## config.mk

```make
export PLATFORM = sky130hd
export DESIGN_NAME = sweep_response_capture
export DESIGN_NICKNAME = d
export VERILOG_FILES = /design/src/rtl/sweep_response_capture.sv
export SDC_FILE = /design/constraint.sdc
export NUM_CORES = 1
export LEC_CHECK = 0
export ABC_AREA = 1
export CELL_PAD_IN_SITES_DETAIL_PLACEMENT = 0
export CELL_PAD_IN_SITES_GLOBAL_PLACEMENT = 2
export CORE_UTILIZATION = 35
export DETAILED_ROUTE_END_ITERATION = 7
export DONT_BUFFER_PORTS = 1
export GPL_ROUTABILITY_DRIVEN = 0
export HOLD_SLACK_MARGIN = 0.15
export PLACE_DENSITY_LB_ADDON = 0.1
export SLEW_MARGIN = 20
export SYNTH_ARGS = -nofsm -noshare
export SYNTH_HDL_FRONTEND = slang
export SYNTH_SLANG_ARGS = --single-unit
```

## constraint.sdc

```tcl
create_clock -name CK -period 3.4 [get_ports CK]
set_input_delay 0.34 -clock CK [delete_from_list [all_inputs] [get_ports CK]]
set_output_delay 0.34 -clock CK [all_outputs]
set_load 0.01 [all_outputs]
```

## src/rtl/sweep_response_capture.sv

```systemverilog
// sweep_response_capture: exhaustive-sweep pattern driver and response capture.
// Drives every N_WIDTH-bit pattern in ascending order, holds each for SETTLE
// cycles plus one sample cycle, and packs the sampled responses into resp_vec.
// Optional golden compare is built only when SWEEP_GOLDEN_CMP_EN is defined;
// otherwise mismatch, fail_count and first_fail_idx are tied to 0.
module sweep_response_capture #(
    parameter int N_WIDTH = 4,
    parameter int SETTLE  = 1
) (
    input  logic                    CK,
    input  logic                    reset,
    input  logic                    start,
    output logic [0:N_WIDTH-1]      N_out,
    input  logic                    resp_in,
    output logic                    busy,
    output logic                    done,
    output logic [2**N_WIDTH-1:0]   resp_vec,
    input  logic [2**N_WIDTH-1:0]   golden,
    output logic                    mismatch,
    output logic [N_WIDTH:0]        fail_count,
    output logic [N_WIDTH-1:0]      first_fail_idx
);

    localparam int NPAT  = 2**N_WIDTH;
    localparam int CNT_W = (SETTLE > 1) ? $clog2(SETTLE) : 1;

    localparam logic [CNT_W-1:0]   CNT_LAST = CNT_W'(SETTLE - 1);
    localparam logic [CNT_W-1:0]   CNT_ONE  = CNT_W'(1);
    localparam logic [N_WIDTH-1:0] IDX_LAST = N_WIDTH'(NPAT - 1);
    localparam logic [N_WIDTH-1:0] IDX_ONE  = N_WIDTH'(1);

    typedef enum logic [1:0] {
        ST_IDLE,
        ST_SETTLE,
        ST_SAMPLE,
        ST_DONE
    } state_t;

    state_t                 state_q, state_d;
    logic [N_WIDTH-1:0]     idx_q, idx_d;
    logic [CNT_W-1:0]       cnt_q, cnt_d;
    logic                   busy_q, busy_d;
    logic                   done_q, done_d;
    logic [NPAT-1:0]        resp_vec_q, resp_vec_d;

    // Sweep sequencing: next state, pattern index, settle count and capture.
    always_comb begin
        state_d    = state_q;
        idx_d      = idx_q;
        cnt_d      = cnt_q;
        busy_d     = busy_q;
        done_d     = 1'b0;
        resp_vec_d = resp_vec_q;
        case (state_q)
            ST_IDLE: begin
                if (start) begin
                    state_d    = ST_SETTLE;
                    idx_d      = '0;
                    cnt_d      = '0;
                    busy_d     = 1'b1;
                    resp_vec_d = '0;
                end
            end
            ST_SETTLE: begin
                if (cnt_q == CNT_LAST) begin
                    cnt_d   = '0;
                    state_d = ST_SAMPLE;
                end else begin
                    cnt_d = cnt_q + CNT_ONE;
                end
            end
            ST_SAMPLE: begin
                resp_vec_d[idx_q] = resp_in;
                if (idx_q == IDX_LAST) begin
                    // busy drops and done rises together on entry to DONE
                    state_d = ST_DONE;
                    busy_d  = 1'b0;
                    done_d  = 1'b1;
                end else begin
                    idx_d   = idx_q + IDX_ONE;
                    state_d = ST_SETTLE;
                end
            end
            ST_DONE: begin
                state_d = ST_IDLE;
            end
            default: begin
                state_d = ST_IDLE;
            end
        endcase
    end

    // Sequencer and capture registers.
    always_ff @(posedge CK) begin
        if (reset) begin
            state_q    <= ST_IDLE;
            idx_q      <= '0;
            cnt_q      <= '0;
            busy_q     <= 1'b0;
            done_q     <= 1'b0;
            resp_vec_q <= '0;
        end else begin
            state_q    <= state_d;
            idx_q      <= idx_d;
            cnt_q      <= cnt_d;
            busy_q     <= busy_d;
            done_q     <= done_d;
            resp_vec_q <= resp_vec_d;
        end
    end

    // The pattern bus is the index itself; N_out[0] carries the index MSB.
    assign N_out    = idx_q;
    assign busy     = busy_q;
    assign done     = done_q;
    assign resp_vec = resp_vec_q;

`ifdef SWEEP_GOLDEN_CMP_EN
    logic                   mismatch_q, mismatch_d;
    logic [N_WIDTH:0]       fail_count_q, fail_count_d;
    logic [N_WIDTH-1:0]     first_fail_q, first_fail_d;

    localparam logic [N_WIDTH:0] FC_ONE = (N_WIDTH+1)'(1);

    // Golden compare: clear on an accepted start, update on each sample cycle.
    always_comb begin
        mismatch_d   = mismatch_q;
        fail_count_d = fail_count_q;
        first_fail_d = first_fail_q;
        if (state_q == ST_IDLE && start) begin
            mismatch_d   = 1'b0;
            fail_count_d = '0;
            first_fail_d = '0;
        end else if (state_q == ST_SAMPLE && resp_in != golden[idx_q]) begin
            // at most 2**N_WIDTH increments, so N_WIDTH+1 bits never overflow
            fail_count_d = fail_count_q + FC_ONE;
            mismatch_d   = 1'b1;
            if (fail_count_q == '0) begin
                first_fail_d = idx_q;
            end
        end
    end

    // Compare result registers.
    always_ff @(posedge CK) begin
        if (reset) begin
            mismatch_q   <= 1'b0;
            fail_count_q <= '0;
            first_fail_q <= '0;
        end else begin
            mismatch_q   <= mismatch_d;
            fail_count_q <= fail_count_d;
            first_fail_q <= first_fail_d;
        end
    end

    assign mismatch       = mismatch_q;
    assign fail_count     = fail_count_q;
    assign first_fail_idx = first_fail_q;
`else
    // Without the compare, golden has no consumer.
    logic unused_golden;
    assign unused_golden  = ^golden;

    assign mismatch       = 1'b0;
    assign fail_count     = '0;
    assign first_fail_idx = '0;
`endif

endmodule

```

## Word-level counts from Yosys, hierarchy flattened

Cells that the tools add are included.

| storage, ports and cells | value |
|---|---|
| flip-flop bits (word level) | 25 |
| input port bits | 20 |
| output and inout bits | 32 |
| logic and storage cells | 48 |

| cells by class | value |
|---|---|
| add/sub/neg operators | 2 |
| magnitude comparators | 2 |
| eq/ne operators | 8 |
| multiplexer cells | 19 |
| bitwise logic cells | 1 |
| reduce and logical (&&, ||, !) cells | 10 |

Operator list:

| operator | count |
|---|---|
| 16-bit one-hot mux with 2 select lines | 1 |
| 16-bit bitwise mux | 1 |
| 16-bit two-way mux | 1 |
| 4-bit two-way mux | 2 |
| 2-bit != test, second input constant | 4 |
| 2-bit one-hot mux with 4 select lines | 1 |
| 4-bit one-hot mux with 2 select lines | 1 |
| 1-bit two-way mux | 6 |
| 2-bit two-way mux | 3 |
| 2-bit AND reduction | 3 |
| 3-bit AND reduction | 2 |
| 4-bit by 5-bit < comparator with 1-bit output, second input constant | 1 |
| 4-bit by 1-bit adder with 4-bit output, second input constant | 1 |
| 1-bit demux with 4-bit select | 1 |
| 2-bit equality test, second input constant | 2 |
| 4-bit equality test, second input constant | 1 |
| 4-bit by 1-bit >= comparator with 1-bit output, second input constant | 1 |
| 1-bit one-hot mux with 2 select lines | 2 |
| 2-bit nonzero test | 2 |
| 2-bit by 1-bit equality test with 1-bit output, second input constant | 1 |
| 2-bit logical NOT | 1 |
| 2-bit OR reduction | 1 |
| 1-bit adder, second input constant | 1 |
| 1-bit logical AND | 1 |
| 1-bit inverter | 1 |

## Logic depth before layout (Yosys ltp)

Gate-level depths: netlist of run 1.

| logic depth | value |
|---|---|
| depth in word-level cells | 6 |
| mapped depth | 7 |
| gate-level depth less buffers | 7 |

## Least setup slack after synthesis of run 1

OpenSTA, ideal clock, no wires.

| path | value |
|---|---|
| kind | register -> register |
| from | register idx_q[1], in the netlist N_out[2] |
| to | register resp_vec_q[7], in the netlist resp_vec[7] |
| setup time | 0.117 ns |
| data arrival time | 1.133 ns |
| required time | 3.283 ns |
| path slack | 2.150 ns |
| stages on the path, launching flop included | 7 |
| path buffers | 0 |
| clock period less this slack | 1.250 ns |
| cell sequence | dfxtp_1 -> ha_1 -> inv_1 -> nor2_2 -> nand2_1 -> nand4_1 -> o21ai_1 |

| on the way | value |
|---|---|
| cells in the longest elaborated chain, start to end | 6 |
| elaborated cells on any way between the ends | 7 |
| classes of those cells | 2 x order compare; 4 x mux; 1 x reduce/logical |

Ends and longest elaborated chain:

| element | line | text |
|---|---|---|
| start, declared | 40 | `logic [N_WIDTH-1:0] idx_q, idx_d;` |
| start signal, assigned | 104 | `idx_q <= idx_d;` |
| 4-bit by 5-bit < comparator with 1-bit output (implied by the code) or 4-bit by 1-bit >= comparator with 1-bit output (tied branches) | 73 | `resp_vec_d[idx_q] = resp_in;` |
| 1-bit logical AND (implied by the code) | 73 |  |
| 1-bit two-way mux (implied by the code) | 73 |  |
| 1-bit demux with 4-bit select (*) | 73 |  |
| 16-bit bitwise mux (*) | 73 |  |
| 16-bit one-hot mux with 2 select lines (*) | 54 | `case (state_q)` |
| end signal, assigned | 108 | `resp_vec_q <= resp_vec_d;` |
| end, declared | 44 | `logic [NPAT-1:0] resp_vec_q, resp_vec_d;` |

Mark *: on every way between the ends. The rest lies on a longest branch, timed or not.
A chain may end at the register's enable or synchronous reset.

## Worst setup path after layout of run 1

Same ends and word-level chain as after synthesis.

==> metrics, run 1 <==
via/cell ratio 4.84; area fraction of the dominant cell type after synthesis 38.1%; total wire length 2.71 mm; CP arrival 1780 ps; Die X-Extent 62 um; CP Data Required Time 3620 ps; sequential share of the synthesized area 38.1%; clock root buffer clkbuf_4; Die ar. 3840 um2; fmax 0.641 GHz; CTS max path bufs 2; outcome completed; Inserted Diodes 0; cell taking the most area after synthesis dfxtp_1; fillers between 300 and 400; Starting Density 37.2%; register area 480 um2; critical path's top delay family flip-flops; Worst path depth 6; layout cells sized above 1 15.5%; Initial DRC Count 40; P per Cell Area roughly 360 nW/um2; # placed instances slightly above 200; CORE AREA ~3400 um2; Crit-path slowest cell dfxtp_1; clk_lat worst skew 320 ps; P&R area growth vs syn 0.993%; Global Route Usage Sum 14.9%; crit-path cells ha_1 > inv_1 > nor2_2 > nand2_1 > nand4_1 > o21ai_1; port buffer count 0; Worst Hold Class in -> reg; DPL Wire Length 1.96 mm; Worst R2R Path Depth 6; CTS Buf Count 3; crit share post-route 45.9%; Async SR Flop Fraction 0%; Max-cap violations 0; Setup TNS 0 ps; DR pass1 iterations 4; first-pass GRT wire length 4.12 mm; post-CTS setup buffers 0; crit path capture type register; launching element type of the critical path register; Layout Cells excl Fill 207; fin crit period 1560 ps; Synthesis Warnings 0; # rows 21; Max Clock Skew 12.5 ps; IO Pins 52; Worst setup endpoint resp_vec[7]; reg2reg start N_out[2]; H-tree levels 1; maximum vdd drop 0.106 mV; Die Ht 62 um; Fin. Hold Viols 0; routed vias 1,002; Syn Area/Cell 7.78 um2; Yosys cell types 23; crit path from N_out[2]; Multi-input gate area approximately 640 um2; Util after Layout 37.5%; prevailing post-synth register cell dfxtp_1; Final Setup Violations 0; Reg-to-Reg End resp_vec[7]; Slew Limit Fails 0; critical path type reg -> reg; Hold WS 179 ps; GR Overflow Total 0; Nets between 150 and 200; vias in the first global route 850; max incr delay on CP 530 ps; CP max FO 7; synth top area cells dfxtp_1, nand2_1, nand3_1; post-route ant nets 0; per-cell routed wire length 13.1 um; largest net degree at the start of global routing 19; Yosys reg bits 24; CTS Sinks 24; DRC viols 0; slack of the worst reg-to-reg path 1840 ps; mapped cell area 1260 um2; clk slew on worst S/H paths about 130 ps; Post-Synthesis Cells 162; post-CTS sizing 0; RSZ-0062 raised after global routing no; CP bufs+invs 1; Total Power 0.462 mW; initial antenna violation count 0; CTS tree built; Post-synth EDFFs 0; Leak Pwr a little under 0.5 nW
-- area by class of cell --
cell class	count	area share (%)
Multi-Input combinational cell	118	50.2
Sequential cell	24	37.8
Timing Repair Buffer	2	1.57
Tap cell	46	4.52
Inverter	14	4.13
Clock buffer	3	1.77
-- worst register-to-register path: stages (launching register included) --
cell     delay [ps]
dfxtp_1         530
ha_1            260
inv_1           100
nor2_2          260
nand2_1         150
nand4_1          90
o21ai_1          60
-- synth_stat cells (2+ instances only) --
library cell  instances
buf_4                11
a21oi_2               2
buf_6                 3
nor2_2                5
nor2_4                2
nand2_2               4
a21oi_1               9
nand2_1              27
o21ai_1               6
nand4_1               5
nor2_1               15
a22oi_1               8
nand3_1              17
inv_1                 8
dfxtp_1              24
inv_2                 6
ha_1                  4
-- worst min path at each step --
| stage | startpoint | to | slack, ps | cells past startpoint |
|---|---|---|---|---|
| 2_1_floorplan | resp_in | resp_vec[7] | 480 | 2 |
| 3_3_place_gp | reset | N_out[0] | 400 | 1 |
| 3_5_place_dp | reset | N_out[2] | 410 | 1 |
| 4_1_cts | resp_in | resp_vec[6] | 170 | 2 |
| 5_1_grt | resp_in | resp_vec[6] | 190 | 2 |
| 6_report | resp_in | resp_vec[6] | 180 | 2 |
-- logic make-up (layout without fill, tap and decap cells) --
logic type | Yosys count | in the layout | share of synthesized area [%]
flops | 24 | 24 | 38.1
compound gates | 26 | 26 | 12.7
other cells | 1 | 10 | 0.298
buf+inv | 29 | 19 | 13.8
fa+ha+maj | 4 | 4 | 3.97
simple gates | 78 | 78 | 31.1
-- metal layers --
layer | share of wire [%] | vias to the layer above | GRT usage [%]
met5 | 0 | - | 0
met4 | 1.5 | 0 | 5.71
met3 | 6.0 | 5 | 3.52
met2 | 47 | 24 | 23.7
met1 | 46 | 456 | 19.5
li1 | - | 517 | -
-- repair_timing --
action                                  CTS  global route
hold endpoints to repair                  8             0
endpoints found under the setup margin    0             0
hold buffers                              2             0
-- flip-flops by register name (all words and copies together), names as in the netlist --
signal / count
busy: 1
resp_vec: 16
N_out: 4
done: 1
state_q: 2
-- through the flow --
step                cell area, um2  setup slack, ps
global placement              1230             1910
finish                        1270             1840
global route                  1270             1750
CTS                           1270             1860
floorplan                     1290             2150
detailed placement            1230             1880
-- report_power, final --
part / total (mW) / leakage [nW] / internal, mW / switching [mW]
Sequential: 0.290 / 0.194 / 0.285 / 0.00537
Clock: 0.127 / 0.0138 / 0.0415 / 0.0855
Combinational: 0.0442 / 0.277 / 0.0113 / 0.0329
-- cells in the final DEF, fill, tap and decap left out, drive strengths merged, types with 5 or more instances in the layout --
cell type	n
a21oi	11
a22oi	8
conb	10
dfxtp	24
inv	14
nand2	32
nand3	19
nand4	5
nor2	22
o21ai	6
(Power assumes the default switching activity.)
==> run 2, diff against run 1 <==
- CORE_UTILIZATION: 35 -> 29
- clock period: 3.4 -> 1.4 ns (I/O delays scaled with it)
==> metrics, run 2 (synthesis results as in run 1) <==
outcome completed (unchanged); RSZ-0062 raised after global routing no (unchanged); register area 482 um2 (was 480 um2); routed vias 1,038 (was 1,002); maximum vdd drop 0.392 mV (was 0.106 mV); total wire length 2.95 mm (was 2.71 mm); most common cell after layout, fill and taps aside nand2_1 (unchanged); Die ar. 4610 um2 (was 3840 um2); P&R area growth vs syn 9.14% (was 0.993%); per-cell routed wire length 13.5 um (was 13.1 um); fmax 0.795 GHz (was 0.641 GHz); DPL Wire Length 2.14 mm (was 1.96 mm); Crit-path slowest cell dfxtp_1 (unchanged); commonest cells after routing, fill and taps aside nand2_1, dfxtp_1, nand3_1, nor2_1, conb_1 (unchanged); H-tree levels 1 (unchanged); DR pass1 iterations 4 (unchanged); launching element type of the critical path register (unchanged); IO Pins 52 (unchanged); CP arrival 1470 ps (was 1780 ps); Die X-Extent 67.9 um (was 62 um); Max-cap violations 0 (unchanged); CTS tree built (unchanged); Layout Cells excl Fill 218 (was 207); Sw Ratio 25.9% (was 26.8%); DRC viols 0 (unchanged); Max Clock Skew 4.01 ps (was 12.5 ps); CTS max path bufs 2 (unchanged); max incr delay on CP 430 ps (was 530 ps); crit path capture type register (unchanged); Sequential Power Share 53.5% (was 62.9%); fin crit period 1260 ps (was 1560 ps); Fin. Hold Viols 0 (unchanged); max reg flops 16 (unchanged); Slew Limit Fails 0 (unchanged); Top cell by count, worst path inv_2; Multi-input gate area 656 um2 (was 639 um2); critical path type reg -> reg (unchanged); # rows 23 (was 21); internal power 0.975 mW (was 0.338 mW); clk_lat worst skew 270 ps (was 320 ps); Nets 193 (was 187); vias in the first global route 1,023 (was 850); fillers 459 (was 370); CTS Sinks 24 (unchanged); crit-path cells inv_2 > nor2_4 > nand2_1 > inv_2 > nand3_1 > a21oi_2 (was ha_1 > inv_1 > nor2_2 > nand2_1 > nand4_1 > o21ai_1); Clk network pwr share 37.5% (was 27.5%); CTS Buf Count 3 (unchanged); GR Overflow Total 0 (unchanged); Final Setup Violations 0 (unchanged); post-CTS setup buffers 0 (unchanged); port buffer count 0 (unchanged); layout cells sized above 1 20.2% (was 15.5%); Inserted Diodes 0 (unchanged); NetSw 0.341 mW (was 0.124 mW); P per Cell Area 957 nW/um2 (was 363 nW/um2); Setup TNS 0 ps (unchanged); Comb pwr share 9.1% (was 9.6%); clock root buffer clkbuf_8 (was clkbuf_4); crit share post-route 89.8% (was 45.9%); clk slew on worst S/H paths 90 ps (was 130 ps); Die Ht 67.9 um (was 62 um); first-pass GRT wire length 4.89 mm (was 4.12 mm); # placed instances 211 (was 202); Worst Hold Class in -> reg (unchanged); largest net degree at the start of global routing 19 (unchanged); Hold WS 163 ps (was 179 ps); CP Data Required Time 1610 ps (was 3620 ps); CORE AREA 4090 um2 (was 3390 um2); via/cell ratio 4.76 (was 4.84); Starting Density 30.8% (was 37.2%); slack of the worst reg-to-reg path 140 ps (was 1840 ps); post-route ant nets 0 (unchanged); Initial DRC Count 47 (was 40); CP max FO 12 (was 7); Leak Pwr 0.532 nW (was 0.485 nW); initial antenna violation count 0 (unchanged); Global Route Usage Sum 14.4% (was 14.9%)
run 2: changes by cell type in the layout (fill, tap and decap cells not counted), sizes merged:
cell and change:
buf +5, clkbuf +1, dlygate4sd3 +1
run 2: stage by stage:
stage | cell area [um2] | worst slack (ps) | total power [mW] | utilization (%)
2_1_floorplan | 1290 | 150 | 0.833 | -
3_3_place_gp | 1270 | 32.4 | 0.822 | 31.1
3_5_place_dp | 1270 | 46.1 | 0.824 | 31.1
4_1_cts | 1360 | 27.5 | 1.33 | 33.2
5_1_grt | 1380 | 2.91 | 1.37 | 33.6
6_report | 1380 | 143 | 1.32 | 33.6
run 2: final cells by class:
type,count,share of cell area (%)
Clock buffer,4,4.00
Inverter,14,3.82
Multi-Input combinational cell,118,47.7
Sequential cell,24,35.0
Tap cell,50,4.55
Timing Repair Buffer,8,4.91
run 2: path summary, 6_finish.rpt:
kind,cells after the start,end,from
setup / recovery,6,N_out[0],state_q[1]
setup reg to reg,6,N_out[0],state_q[1]
hold / removal,3,resp_vec[14],reset
hold reg to reg,2,busy,busy
run 2: power by group through the flow:
stage / Combinational [mW] / Clock [mW] / Sequential (mW)
after floorplan: 0.114 / 0 / 0.718
after global placement: 0.103 / 0 / 0.719
after detailed placement: 0.104 / 0 / 0.719
after CTS: 0.118 / 0.510 / 0.703
after global routing: 0.138 / 0.528 / 0.705
final: 0.119 / 0.493 / 0.704
run 2: layer usage:
metal	part of all wire, %	GRT usage [%]
met5	0	0
met4	0.34	2.60
met2	47	24.3
met1	47	18.2
met3	5.2	4.33
run 2: what timing repair did:
item,4_1_cts,5_1_grt
resized for setup,0,5
setup endpoints to repair,0,15
hold buffers,3,0
endpoints found under the hold margin,12,0
run 2: worst max-delay path: cells and delay by family, from the launching register on:
| family | cells | cell delay [ps] |
|---|---|---|
| simple gates | 3 | 450 |
| flops | 1 | 430 |
| buf+inv | 2 | 180 |
| compound gates | 1 | 130 |
==> run 3, diff against run 2 <==
--- a/config.mk
+++ b/config.mk
@@ -7,4 +7,5 @@
 export LEC_CHECK = 0
 export ABC_AREA = 1
+export CAP_MARGIN = 15
 export CELL_PAD_IN_SITES_DETAIL_PLACEMENT = 0
 export CELL_PAD_IN_SITES_GLOBAL_PLACEMENT = 2
==> constraint.sdc (replaced) <==
create_clock -name CK -period 1.4 [get_ports CK]
set_input_delay 0.21 -clock CK [delete_from_list [all_inputs] [get_ports CK]]
set_output_delay 0.21 -clock CK [all_outputs]
set_load 0.01 [all_outputs]
==> metrics, run 3 (synthesis results as in run 1) <==
CORE AREA 4090 um2 (unchanged); Setup TNS 0 ps (unchanged); maximum vdd drop 0.392 mV (about the same); critical path type reg -> reg (unchanged); CP Data Required Time 1610 ps (about the same); post-CTS setup buffers 0 (unchanged); GRT Max-Usage Layer met2 (unchanged); CP max FO 12 (unchanged); CTS tree built (unchanged); total wire length 2.96 mm (was 2.95 mm); Max-cap violations 0 (unchanged); fin crit period 1260 ps (about the same); Die ar. 4610 um2 (unchanged); Leak Pwr 0.532 nW (unchanged); outcome completed (unchanged); Inserted Diodes 0 (unchanged); most common cell after layout, fill and taps aside nand2_1 (unchanged); DPL Wire Length 2.14 mm (unchanged); met3 Use GR 4.33% (unchanged); commonest cells after routing, fill and taps aside nand2_1, dfxtp_1, nand3_1, nor2_1, conb_1 (unchanged); Reg-to-Reg End N_out[0] (unchanged); first-pass GRT wire length 4.89 mm (about the same); P per Cell Area 957 nW/um2 (about the same); Worst R2R Path Depth 6 (unchanged); via/cell ratio 4.76 (unchanged); IO Pins 52 (unchanged); clk_lat worst skew 270 ps (about the same); Nets 193 (unchanged); largest net degree at the start of global routing 19 (unchanged); CTS Buf Count 3 (unchanged); post-route ant nets 0 (unchanged); # rows 23 (unchanged); crit share post-route 89.8% (about the same); Worst Hold Depth 2 (was 3); per-cell routed wire length 13.6 um (was 13.5 um); GR Overflow Total 0 (unchanged); vias in the first global route 1,023 (unchanged); reg2reg start state_q[1] (unchanged); Die Ht 67.9 um (unchanged); Global Route Usage Sum 14.4% (about the same); clock root buffer clkbuf_8 (unchanged); max reg flops 16 (unchanged); port buffer count 0 (unchanged); Fin. Hold Viols 0 (unchanged); DR pass1 iterations 4 (unchanged); GR Layer Usage met2 24.4% (was 24.3%); crit path from state_q[1] (unchanged); CTS Sinks 24 (unchanged); # placed instances 211 (unchanged); Die X-Extent 67.9 um (unchanged); H-tree levels 1 (unchanged); Worst Hold Class in -> reg (unchanged); design area 1380 um2 (unchanged); clk slew on worst S/H paths 90 ps (about the same); GR met1 Demand/Resource 18.2% (unchanged); initial antenna violation count 0 (unchanged); layout cells sized above 1 20.2% (unchanged); P&R area growth vs syn 9.14% (unchanged); Starting Density 30.8% (unchanged); CP arrival 1470 ps (about the same); Initial DRC Count 46 (was 47); CTS max path bufs 2 (unchanged); fillers 459 (unchanged); register area 482 um2 (unchanged); Final Setup Violations 0 (unchanged); crit path capture type register (unchanged); DRC viols 0 (unchanged); hold_sp resp_in (was reset); slack of the worst reg-to-reg path 140 ps (about the same); Post-DP Area 1270 um2 (unchanged); Max Clock Skew 4.01 ps (about the same); routed vias 1,038 (unchanged); RSZ-0062 raised after global routing no (unchanged); Min-Delay Endpoint resp_vec[15] (was resp_vec[14]); Slew Limit Fails 0 (unchanged); Layout Cells excl Fill 218 (unchanged); Multi-input gate area 656 um2 (unchanged); fmax 0.796 GHz (was 0.795 GHz); launching element type of the critical path register (unchanged)
## run 3: cell counts in the layout (fill, tap and decap cells not counted)
No cell type changed its count.
## run 3: worst max path at each step
stage / end / slack [ps] / cells after the start
after floorplan: resp_vec[7] / 150 / 6
after global placement: resp_vec[7] / 30 / 6
after detailed placement: resp_vec[7] / 50 / 6
after CTS: resp_vec[7] / 30 / 6
after global routing: resp_vec[6] / 3 / 7
final: N_out[0] / 140 / 6
## run 3: final cells by class
cell class / instances / area share (%)
Multi-Input combinational cell: 118 / 47.7
Sequential cell: 24 / 35.0
Timing Repair Buffer: 8 / 4.91
Tap cell: 50 / 4.55
Clock buffer: 4 / 4.00
Inverter: 14 / 3.82
## run 3: worst max-delay path, stage by stage, from the launching register on
cell     delay, ps
dfxtp_1        430
inv_2           90
nor2_4         260
nand2_1        110
inv_2           90
nand3_1         80
a21oi_2        130
## run 3: what timing repair did
item | in CTS | in global routing
resized for setup | 0 | 5
setup endpoints to repair | 0 | 15
endpoints found under the hold margin | 11 | 0
hold buffers | 3 | 0
## run 3: where the power goes
| part | internal [mW] | total, mW | switching [mW] |
|---|---|---|---|
| sequential | 0.692 | 0.704 | 0.0121 |
| combinational | 0.0322 | 0.119 | 0.0865 |
| clock | 0.252 | 0.493 | 0.241 |
| total | 0.976 | 1.32 | 0.340 |
## run 3: layer usage
layer,vias to the layer above,share of wire (%),wire (um)
met5,-,0,0
met4,0,0.34,10
met3,2,5.1,152
met2,27,47,1400
met1,483,47,1390
li1,526,-,-
## run 3: through the flow
stage	worst slack, ps	util (%)	hold slack, ps	total power, mW
CTS	27.5	33.2	162	1.33
global route	2.91	33.6	173	1.37
finish	143	33.6	158	1.32
floorplan	150	-	349	0.833
detailed placement	46.1	31.1	275	0.824
global placement	32.4	31.1	275	0.822
